## config.mk

```make
export PLATFORM = sky130hd
export DESIGN_NAME = branch_redirect_ctrl_flat
export DESIGN_NICKNAME = d
export VERILOG_FILES = /design/src/rtl/branch_redirect_ctrl_if.sv /design/src/rtl/branch_redirect_ctrl.sv /design/src/flat_wrapper.sv
export SDC_FILE = /design/constraint.sdc
export NUM_CORES = 1
export LEC_CHECK = 0
export CAP_MARGIN = 25
export CORE_MARGIN = 2
export CORE_UTILIZATION = 35
export CTS_CLUSTER_DIAMETER = 100
export CTS_CLUSTER_SIZE = 10
export DETAILED_ROUTE_END_ITERATION = 10
export MAX_ROUTING_LAYER = met4
export SYNTH_ARGS = -nofsm -noshare
export SYNTH_HDL_FRONTEND = slang
export SYNTH_SLANG_ARGS = --single-unit
```

## constraint.sdc

```tcl
create_clock -name clk -period 4 [get_ports clk]
set_input_delay 0.6 -clock clk [delete_from_list [all_inputs] [get_ports clk]]
set_output_delay 0.6 -clock clk [all_outputs]
set_load 0.01 [all_outputs]
```

## src/rtl/branch_redirect_ctrl_if.sv

```systemverilog
// Fetch redirect handshake between the branch redirect controller and the
// instruction-cache front end.
//   redirect_valid : controller -> icache, corrected PC pending
//   redirect_pc    : controller -> icache, corrected fetch PC
//   redirect_ready : icache -> controller, redirect accepted this cycle
interface branch_redirect_ctrl_if #(
    parameter int unsigned DATA_WIDTH = 32
);
    logic                  redirect_valid;
    logic                  redirect_ready;
    logic [DATA_WIDTH-1:0] redirect_pc;

    modport master (output redirect_valid, output redirect_pc, input redirect_ready);
    modport slave  (input redirect_valid, input redirect_pc, output redirect_ready);
endinterface

```

## src/rtl/branch_redirect_ctrl.sv

```systemverilog
// Carries fetch-time branch predictions through D and E, compares them with the
// resolved outcome in execute, flushes younger stages on a mispredict and holds
// a fetch redirect until the icache accepts it. Keeps saturating perf counters.
//   clk, rst_n                       : clock, async active-low reset
//   valid_f, predict_taken_f,
//   branch_target_f                  : fetch-stage prediction
//   stall_d, stall_e                 : pipeline register holds
//   is_branch_e, is_jump_e, taken_e,
//   target_e, PC_e                   : execute-stage resolution
//   pc_sel_pred_f                    : fetch follows predicted target
//   flush_d, flush_e, fetch_hold     : pipeline control
//   branch_count, mispredict_count   : saturating perf counters
//   rif (master)                     : redirect valid/ready/pc handshake
module branch_redirect_ctrl #(
    parameter int unsigned DATA_WIDTH = 32,
    parameter int unsigned CNT_WIDTH  = 32
) (
    input  logic                  clk,
    input  logic                  rst_n,
    input  logic                  valid_f,
    input  logic                  predict_taken_f,
    input  logic [DATA_WIDTH-1:0] branch_target_f,
    input  logic                  stall_d,
    input  logic                  stall_e,
    input  logic                  is_branch_e,
    input  logic                  is_jump_e,
    input  logic                  taken_e,
    input  logic [DATA_WIDTH-1:0] target_e,
    input  logic [DATA_WIDTH-1:0] PC_e,
    output logic                  pc_sel_pred_f,
    output logic                  flush_d,
    output logic                  flush_e,
    output logic                  fetch_hold,
    output logic [CNT_WIDTH-1:0]  branch_count,
    output logic [CNT_WIDTH-1:0]  mispredict_count,
    branch_redirect_ctrl_if.master rif
);

    typedef enum logic {IDLE, REDIRECT} state_t;

    typedef struct packed {
        logic                  valid;
        logic                  taken;
        logic [DATA_WIDTH-1:0] target;
    } tag_t;

    state_t                state_q, state_d;
    tag_t                  d_tag_q, d_tag_d;
    tag_t                  e_tag_q, e_tag_d;
    logic [DATA_WIDTH-1:0] redirect_pc_q, redirect_pc_d;
    logic [CNT_WIDTH-1:0]  branch_cnt_q, branch_cnt_d;
    logic [CNT_WIDTH-1:0]  mispred_cnt_q, mispred_cnt_d;

    logic                  resolve;
    logic                  actual_taken;
    logic                  mispredict;
    logic [DATA_WIDTH-1:0] correct_pc;

    // Resolution datapath; ignored in REDIRECT since younger work is already flushed.
    always_comb begin
        actual_taken = is_jump_e | (is_branch_e & taken_e);
        resolve      = e_tag_q.valid & ~stall_e & (is_branch_e | is_jump_e) & (state_q == IDLE);
        mispredict   = resolve & ((actual_taken != e_tag_q.taken) |
                                  (actual_taken & e_tag_q.taken & (target_e != e_tag_q.target)));
        correct_pc   = actual_taken ? target_e : DATA_WIDTH'(PC_e + DATA_WIDTH'(4));
    end

    // Next-state, tag pipeline, counters and outputs.
    always_comb begin
        state_d       = state_q;
        d_tag_d       = d_tag_q;
        e_tag_d       = e_tag_q;
        redirect_pc_d = redirect_pc_q;
        branch_cnt_d  = branch_cnt_q;
        mispred_cnt_d = mispred_cnt_q;
        flush_d       = 1'b0;
        flush_e       = 1'b0;
        fetch_hold    = 1'b0;
        pc_sel_pred_f = 1'b0;

        case (state_q)
            IDLE: begin
                pc_sel_pred_f = valid_f & predict_taken_f & ~mispredict;
                if (mispredict) begin
                    state_d       = REDIRECT;
                    redirect_pc_d = correct_pc;
                    flush_d       = 1'b1;
                    flush_e       = 1'b1;
                end
            end
            REDIRECT: begin
                flush_d    = 1'b1;
                flush_e    = 1'b1;
                fetch_hold = 1'b1;
                if (rif.redirect_ready) begin
                    state_d = IDLE;
                end
            end
            default: state_d = IDLE;
        endcase

        // Flush wins over stall: the stage may hold its fields but loses validity.
        if (!stall_d) begin
            d_tag_d = '{valid: valid_f, taken: predict_taken_f, target: branch_target_f};
        end
        if (flush_d) begin
            d_tag_d.valid = 1'b0;
        end
        if (!stall_e) begin
            e_tag_d = d_tag_q;
        end
        if (flush_e) begin
            e_tag_d.valid = 1'b0;
        end

        if (resolve && (branch_cnt_q != {CNT_WIDTH{1'b1}})) begin
            branch_cnt_d = branch_cnt_q + CNT_WIDTH'(1);
        end
        if (mispredict && (mispred_cnt_q != {CNT_WIDTH{1'b1}})) begin
            mispred_cnt_d = mispred_cnt_q + CNT_WIDTH'(1);
        end
    end

    always_ff @(posedge clk or negedge rst_n) begin
        if (!rst_n) begin
            state_q       <= IDLE;
            d_tag_q       <= '0;
            e_tag_q       <= '0;
            redirect_pc_q <= '0;
            branch_cnt_q  <= '0;
            mispred_cnt_q <= '0;
        end else begin
            state_q       <= state_d;
            d_tag_q       <= d_tag_d;
            e_tag_q       <= e_tag_d;
            redirect_pc_q <= redirect_pc_d;
            branch_cnt_q  <= branch_cnt_d;
            mispred_cnt_q <= mispred_cnt_d;
        end
    end

    assign rif.redirect_valid = (state_q == REDIRECT);
    assign rif.redirect_pc    = redirect_pc_q;
    assign branch_count       = branch_cnt_q;
    assign mispredict_count   = mispred_cnt_q;

endmodule
```

## src/flat_wrapper.sv

```systemverilog
// flat-port wrapper written by rule: the top's interface ports become plain ports
module branch_redirect_ctrl_flat 
#(
    parameter int unsigned DATA_WIDTH = 32,
    parameter int unsigned CNT_WIDTH  = 32
)
  (clk, rst_n, valid_f, predict_taken_f, branch_target_f, stall_d, stall_e, is_branch_e, is_jump_e, taken_e, target_e, PC_e, pc_sel_pred_f, flush_d, flush_e, fetch_hold, branch_count, mispredict_count, rif_redirect_valid, rif_redirect_pc, rif_redirect_ready);
  branch_redirect_ctrl_if #(.DATA_WIDTH(DATA_WIDTH)) rif_i ();
  input  logic clk;
  input  logic rst_n;
  input  logic valid_f;
  input  logic predict_taken_f;
  input  logic [DATA_WIDTH-1:0] branch_target_f;
  input  logic stall_d;
  input  logic stall_e;
  input  logic is_branch_e;
  input  logic is_jump_e;
  input  logic taken_e;
  input  logic [DATA_WIDTH-1:0] target_e;
  input  logic [DATA_WIDTH-1:0] PC_e;
  output logic pc_sel_pred_f;
  output logic flush_d;
  output logic flush_e;
  output logic fetch_hold;
  output logic [CNT_WIDTH-1:0] branch_count;
  output logic [CNT_WIDTH-1:0] mispredict_count;
  output wire logic [$bits(rif_i.redirect_valid)-1:0] rif_redirect_valid;
  output wire logic [$bits(rif_i.redirect_pc)-1:0] rif_redirect_pc;
  input wire logic [$bits(rif_i.redirect_ready)-1:0] rif_redirect_ready;
  assign rif_redirect_valid = rif_i.redirect_valid;
  assign rif_redirect_pc = rif_i.redirect_pc;
  assign rif_i.redirect_ready = rif_redirect_ready;
  branch_redirect_ctrl #(.DATA_WIDTH(DATA_WIDTH), .CNT_WIDTH(CNT_WIDTH)) u_core (.clk(clk), .rst_n(rst_n), .valid_f(valid_f), .predict_taken_f(predict_taken_f), .branch_target_f(branch_target_f), .stall_d(stall_d), .stall_e(stall_e), .is_branch_e(is_branch_e), .is_jump_e(is_jump_e), .taken_e(taken_e), .target_e(target_e), .PC_e(PC_e), .pc_sel_pred_f(pc_sel_pred_f), .flush_d(flush_d), .flush_e(flush_e), .fetch_hold(fetch_hold), .branch_count(branch_count), .mispredict_count(mispredict_count), .rif(rif_i));
endmodule
```

; ---- Yosys cells after proc, flatten, opt, wreduce, memory -nomap -nowiden
; Index checks and enable logic that the tools add are counted.
[totals]
reg_bits = 165
latch_bits = 0
mem_bits_rw = 0
mem_bits_ro = 0
input_bits = 106
output_inout_bits = 101
word_cells = 48
n_memories = 0
[classes]
addsub = 3
n_mul = 0
div = 0
n_lt_le_gt_ge = 0
n_eq_ne = 6
shifts = 0
n_mux = 11
bitwise_logic = 15
reduce_logical = 3
[op_table]
columns = op, count
row1 = 34-bit two-way mux, 2
row2 = "32-bit by 1-bit adder with 32-bit output, second input constant", 2
row3 = "32-bit != test, second input constant", 2
row4 = "32-bit by 3-bit adder with 32-bit output, second input constant", 1
row5 = 32-bit two-way mux, 1
row6 = 32-bit != test, 1
row7 = 1-bit AND, 9
row8 = 1-bit two-way mux, 6
row9 = "2-bit by 1-bit != test with 1-bit output, second input constant", 2
row10 = 1-bit one-hot mux with 2 select lines, 2
row11 = 1-bit NOT, 3
row12 = 1-bit bitwise OR, 3
row13 = 1-bit logical AND, 2
row14 = 2-bit AND reduction, 1
row15 = 1-bit != test, 1

; ---- Longest topological paths before layout
[depth]
ltp_word = 9
ltp_mapped = 11
mapped_depth_nobuf = 8

; ---- Worst setup path before layout
; OpenSTA, ideal clock, no wires.
[synth_timing]
path_kind = input-to-output
start = input is_branch_e
end = output pc_sel_pred_f
t_arrival_ps = 2654
path_slack_ps = 746
path_stages = 10
path_buffers = 3
path_cell_list = a21oi_1 -> inv_1 -> clkbuf_1 -> clkbuf_1 -> ha_1 -> nand2_1 -> o21ai_0 -> clkbuf_1 -> or2_2 -> nor2_1
[synth_via]
elab_chain_cells = 9
word_cells_on_any_way = 13
[synth_lines]
columns = element, line
row1 = start: declaration, flat_wrapper.sv:16  ; input logic is_branch_e;
row2 = 1-bit AND, branch_redirect_ctrl.sv:61  ; actual_taken = is_jump_e | (is_branch_e & taken_e);
row3 = 1-bit bitwise OR, branch_redirect_ctrl.sv:61
row4 = 1-bit AND (2 in series), branch_redirect_ctrl.sv:64  ; (actual_taken & e_tag_q.taken & (target_e != e_tag_q.target)));
row5 = 1-bit bitwise OR, branch_redirect_ctrl.sv:63  ; mispredict = resolve & ((actual_taken != e_tag_q.taken) |
row6 = 1-bit AND *, branch_redirect_ctrl.sv:63
row7 = 1-bit NOT *, branch_redirect_ctrl.sv:83  ; pc_sel_pred_f = valid_f & predict_taken_f & ~mispredict;
row8 = 1-bit AND *, branch_redirect_ctrl.sv:83
row9 = 1-bit two-way mux *, branch_redirect_ctrl.sv:81  ; case (state_q)
row10 = end: declaration, flat_wrapper.sv:21  ; output logic pc_sel_pred_f;
; Every way passes the cells marked *; elsewhere a longest branch is shown, timed or not.

; ---- Worst setup path after layout
[layout_timing]
start = input target_e[18]
end = output pc_sel_pred_f
[layout_via]
elab_chain_cells = 7
[layout_lines]
columns = element, line
row1 = start: declaration, flat_wrapper.sv:19  ; input logic [DATA_WIDTH-1:0] target_e;
row2 = 32-bit != test, branch_redirect_ctrl.sv:64
row3 = 1-bit AND, branch_redirect_ctrl.sv:64
row4 = 1-bit bitwise OR, branch_redirect_ctrl.sv:63
row5 = 1-bit AND, branch_redirect_ctrl.sv:63
row6 = 1-bit NOT, branch_redirect_ctrl.sv:83
row7 = 1-bit AND, branch_redirect_ctrl.sv:83
row8 = 1-bit two-way mux, branch_redirect_ctrl.sv:81
; No other way between the ends.

==> results.ini <==
[status]
status = complete, no violations

[logic_synthesis]
yosys_warnings = 0
synth_ff_type = dfrtp_1
async_reset_ff_frac = 1.00
yosysMostFrequentCell = dfrtp_1
synthTopCellsByArea = dfrtp_1, mux2_2, xnor2_1
yosys.area.top_type_share = 0.518
syn_nets = 816
avgSynthCellArea_um2 = 11.3
synth_area_um2 = 7960
synth-edff-count = 0
syn_inst = 706
yosys.area.top_type = dfrtp_1
ys_seq_area_frac = 0.518
yosys-top-cells-count = dfrtp_1, mux2_2, nand2_1
synth_cell_types = 39
ys_ff_latch = 165

[cts]
cts_max_level = 4
postCtsSetupBuffers = 0
cts_tree = done
root_buffer = clkbuf_16
path_clk_slew_ns = 0.06
hold_buffers = 0
cts_max_path_buffers = 2
clk_latency_ns = 0.42
cts-buffers-inserted = 17
cts_resized = 0
cts_sinks = 165

[critical_path]
crit_buf_inv = 2
critical-path-top-delay-family = simple AND/OR/NAND/NOR gates
cp_slowest_cell = clkdlybuf4s50_1
critPathArrivalTime_ns = 3.25
path_class = primary input to output pin
startpoint_type = primary input
crit_chain = clkdlybuf4s50_1 > xor2_1 > nor4_1 > nand4_1 > nor2_1 > o21ai_4 > or2_2 > nor2_1 > clkdlybuf4s50_1
critPathCaptureType = output pin
cp_slowest_stage_delay_ns = 0.54
crit_fanout = 4
worst_ep_required_time_ns = 3.40

[sta]
hold_slack_ns = 0.261
max-slew-margin-rel = 0.418
finalHoldViolCount = 0
tightest_slew_ns = 0.869
period_minus_slack_ns = 3.85
clock.fmax_mhz = 260
post-route-period-util = 0.962
clock_skew_ns = 0.0112
fin_tns_setup_ns = 0
slew_violations = 0
rsz0062_at_grt = no
setup_ws_ns = 0.151
setup_violations = 0

[cells_and_area]
nNetsFinal = 1023
syn_to_final_growth_pct = 37.6
fin_util = 0.487
fin_cells = 1213
final_cell_area_um2 = 11000
drive_above_1_share = 0.165

[placement]
dp_hpwl_um = 15400
portBuffers = 206
dp.cells = 1179
dp_slack_ns = 0.149
place_area_um2 = 10400
place_congestion = 0.822

[power_and_ir_drop]
leakage_nw = 4.55
ir_drop_uv = 227
p_per_area_nw_per_um2 = 463
power.total_mw = 5.08

[floorplanning]
chipWidth_um = 155
boundaryPins = 207
initial_utilization = 0.354
fp-row-count = 55
coreArea_um2 = 22500
die_height_um = 155
fp.dieArea_um2 = 24000

[grt]
track_usage = 0.186
grt_max_degree = 88
gr-total-overflow = 0
grt_antenna_before_repair = 2
grt_pass1_wl_um = 33300
grt_pass1_vias = 5861

[detailed_routing]
vias_per_cell = 4.89
drc_errors = 0
vias = 5935
drt_pass1_iterations = 4
ant_nets = 0
drtIter0Drc = 261
routedWlPerCell_um = 17.5
wl_um = 21200

[job]
cap_violations = 0

[hold_path]
min_path_type = primary input to asynchronous set/reset pin

==> cells by family after synthesis <==
family | synth area share
AND/OR/NAND/NOR | 0.159
XOR/XNOR | 0.133
AO/OA/AOI/OAI | 0.0292
flip-flops | 0.518
adder cells (fa/ha/maj) | 0.00628
buffers and inverters | 0.0226
multiplexers | 0.131
==> routing by layer <==
layer	up-vias	GRT usage	routed length, um
met5	-	-	0
met4	0	0.0498	234
met3	13	0.0336	826
met2	133	0.280	9770
met1	2922	0.261	10300
li1	2867	-	-
==> worst paths after layout <==
kind / start / to / slack, ns / depth (start not counted)
max in group asynchronous: rst_n / u_core.e_tag_q[4] / 2.74 / 2
worst min register to register: u_core.mispredict_count[26] / u_core.mispredict_count[26] / 0.49 / 1
worst max register to register: u_core.mispredict_count[14] / u_core.mispredict_count[1] / 1.16 / 8
worst min-delay path: rst_n / u_core.d_tag_q[6] / 0.26 / 1
worst max-delay path: target_e[18] / pc_sel_pred_f / 0.15 / 9
min in group clk: u_core.mispredict_count[26] / u_core.mispredict_count[26] / 0.49 / 1
==> power by group <==
| part | switching, mW | leakage, nW | total, mW | internal (mW) |
|---|---|---|---|---|
| Combinational | 0.506 | 2.20 | 1.26 | 0.750 |
| Sequential | 0.190 | 2.06 | 2.15 | 1.96 |
| Clock | 0.733 | 0.289 | 1.67 | 0.939 |
==> worst reg2reg max path, cell delays in order, from the launching register on <==
cell and delay, ns:
dfrtp_1 0.45, and4_1 0.30, nand3_1 0.11, nor3_1 0.53
and3_1 0.30, nand3_1 0.29, buf_4 0.31, nand2_1 0.12
mux2_2 0.33
==> cell usage in the layout (no fill, tap or decap), types with 10 or more instances in the layout <==
cell | netlist | routed
xor2_1 | 59 | 59
nor4_1 | 10 | 10
nand4_1 | 24 | 24
mux2_2 | 92 | 92
dfrtp_1 | 165 | 165
nand3_1 | 31 | 31
xnor2_1 | 62 | 62
nand2_1 | 70 | 70
clkbuf_16 | 0 | 17
nor2_1 | 30 | 30
clkdlybuf4s50_1 | 0 | 203
o21ai_0 | 28 | 27
buf_4 | 2 | 10
and3_1 | 26 | 26
inv_1 | 15 | 15
==> flip-flops by register name, summed over array words and instances, names as in the netlist <==
signal / cells
u_core.rif.redirect_pc: 32
u_core.d_tag_q: 34
u_core.e_tag_q: 34
u_core.rif.redirect_valid: 1
u_core.mispredict_count: 32
u_core.branch_count: 32
==> layout make-up <==
cell class | instances | area (um^2)
sequential | 165 | 4130
tap | 285 | 357
clock inverter | 15 | 169
multi-input combinational | 497 | 3670
fill | 2100 | 11500
inverter | 15 | 56.3
antenna | 2 | 5.00
timing repair buffer | 217 | 2150
clock buffer | 17 | 425
No activity file was read; power rests on OpenSTA's default activity.
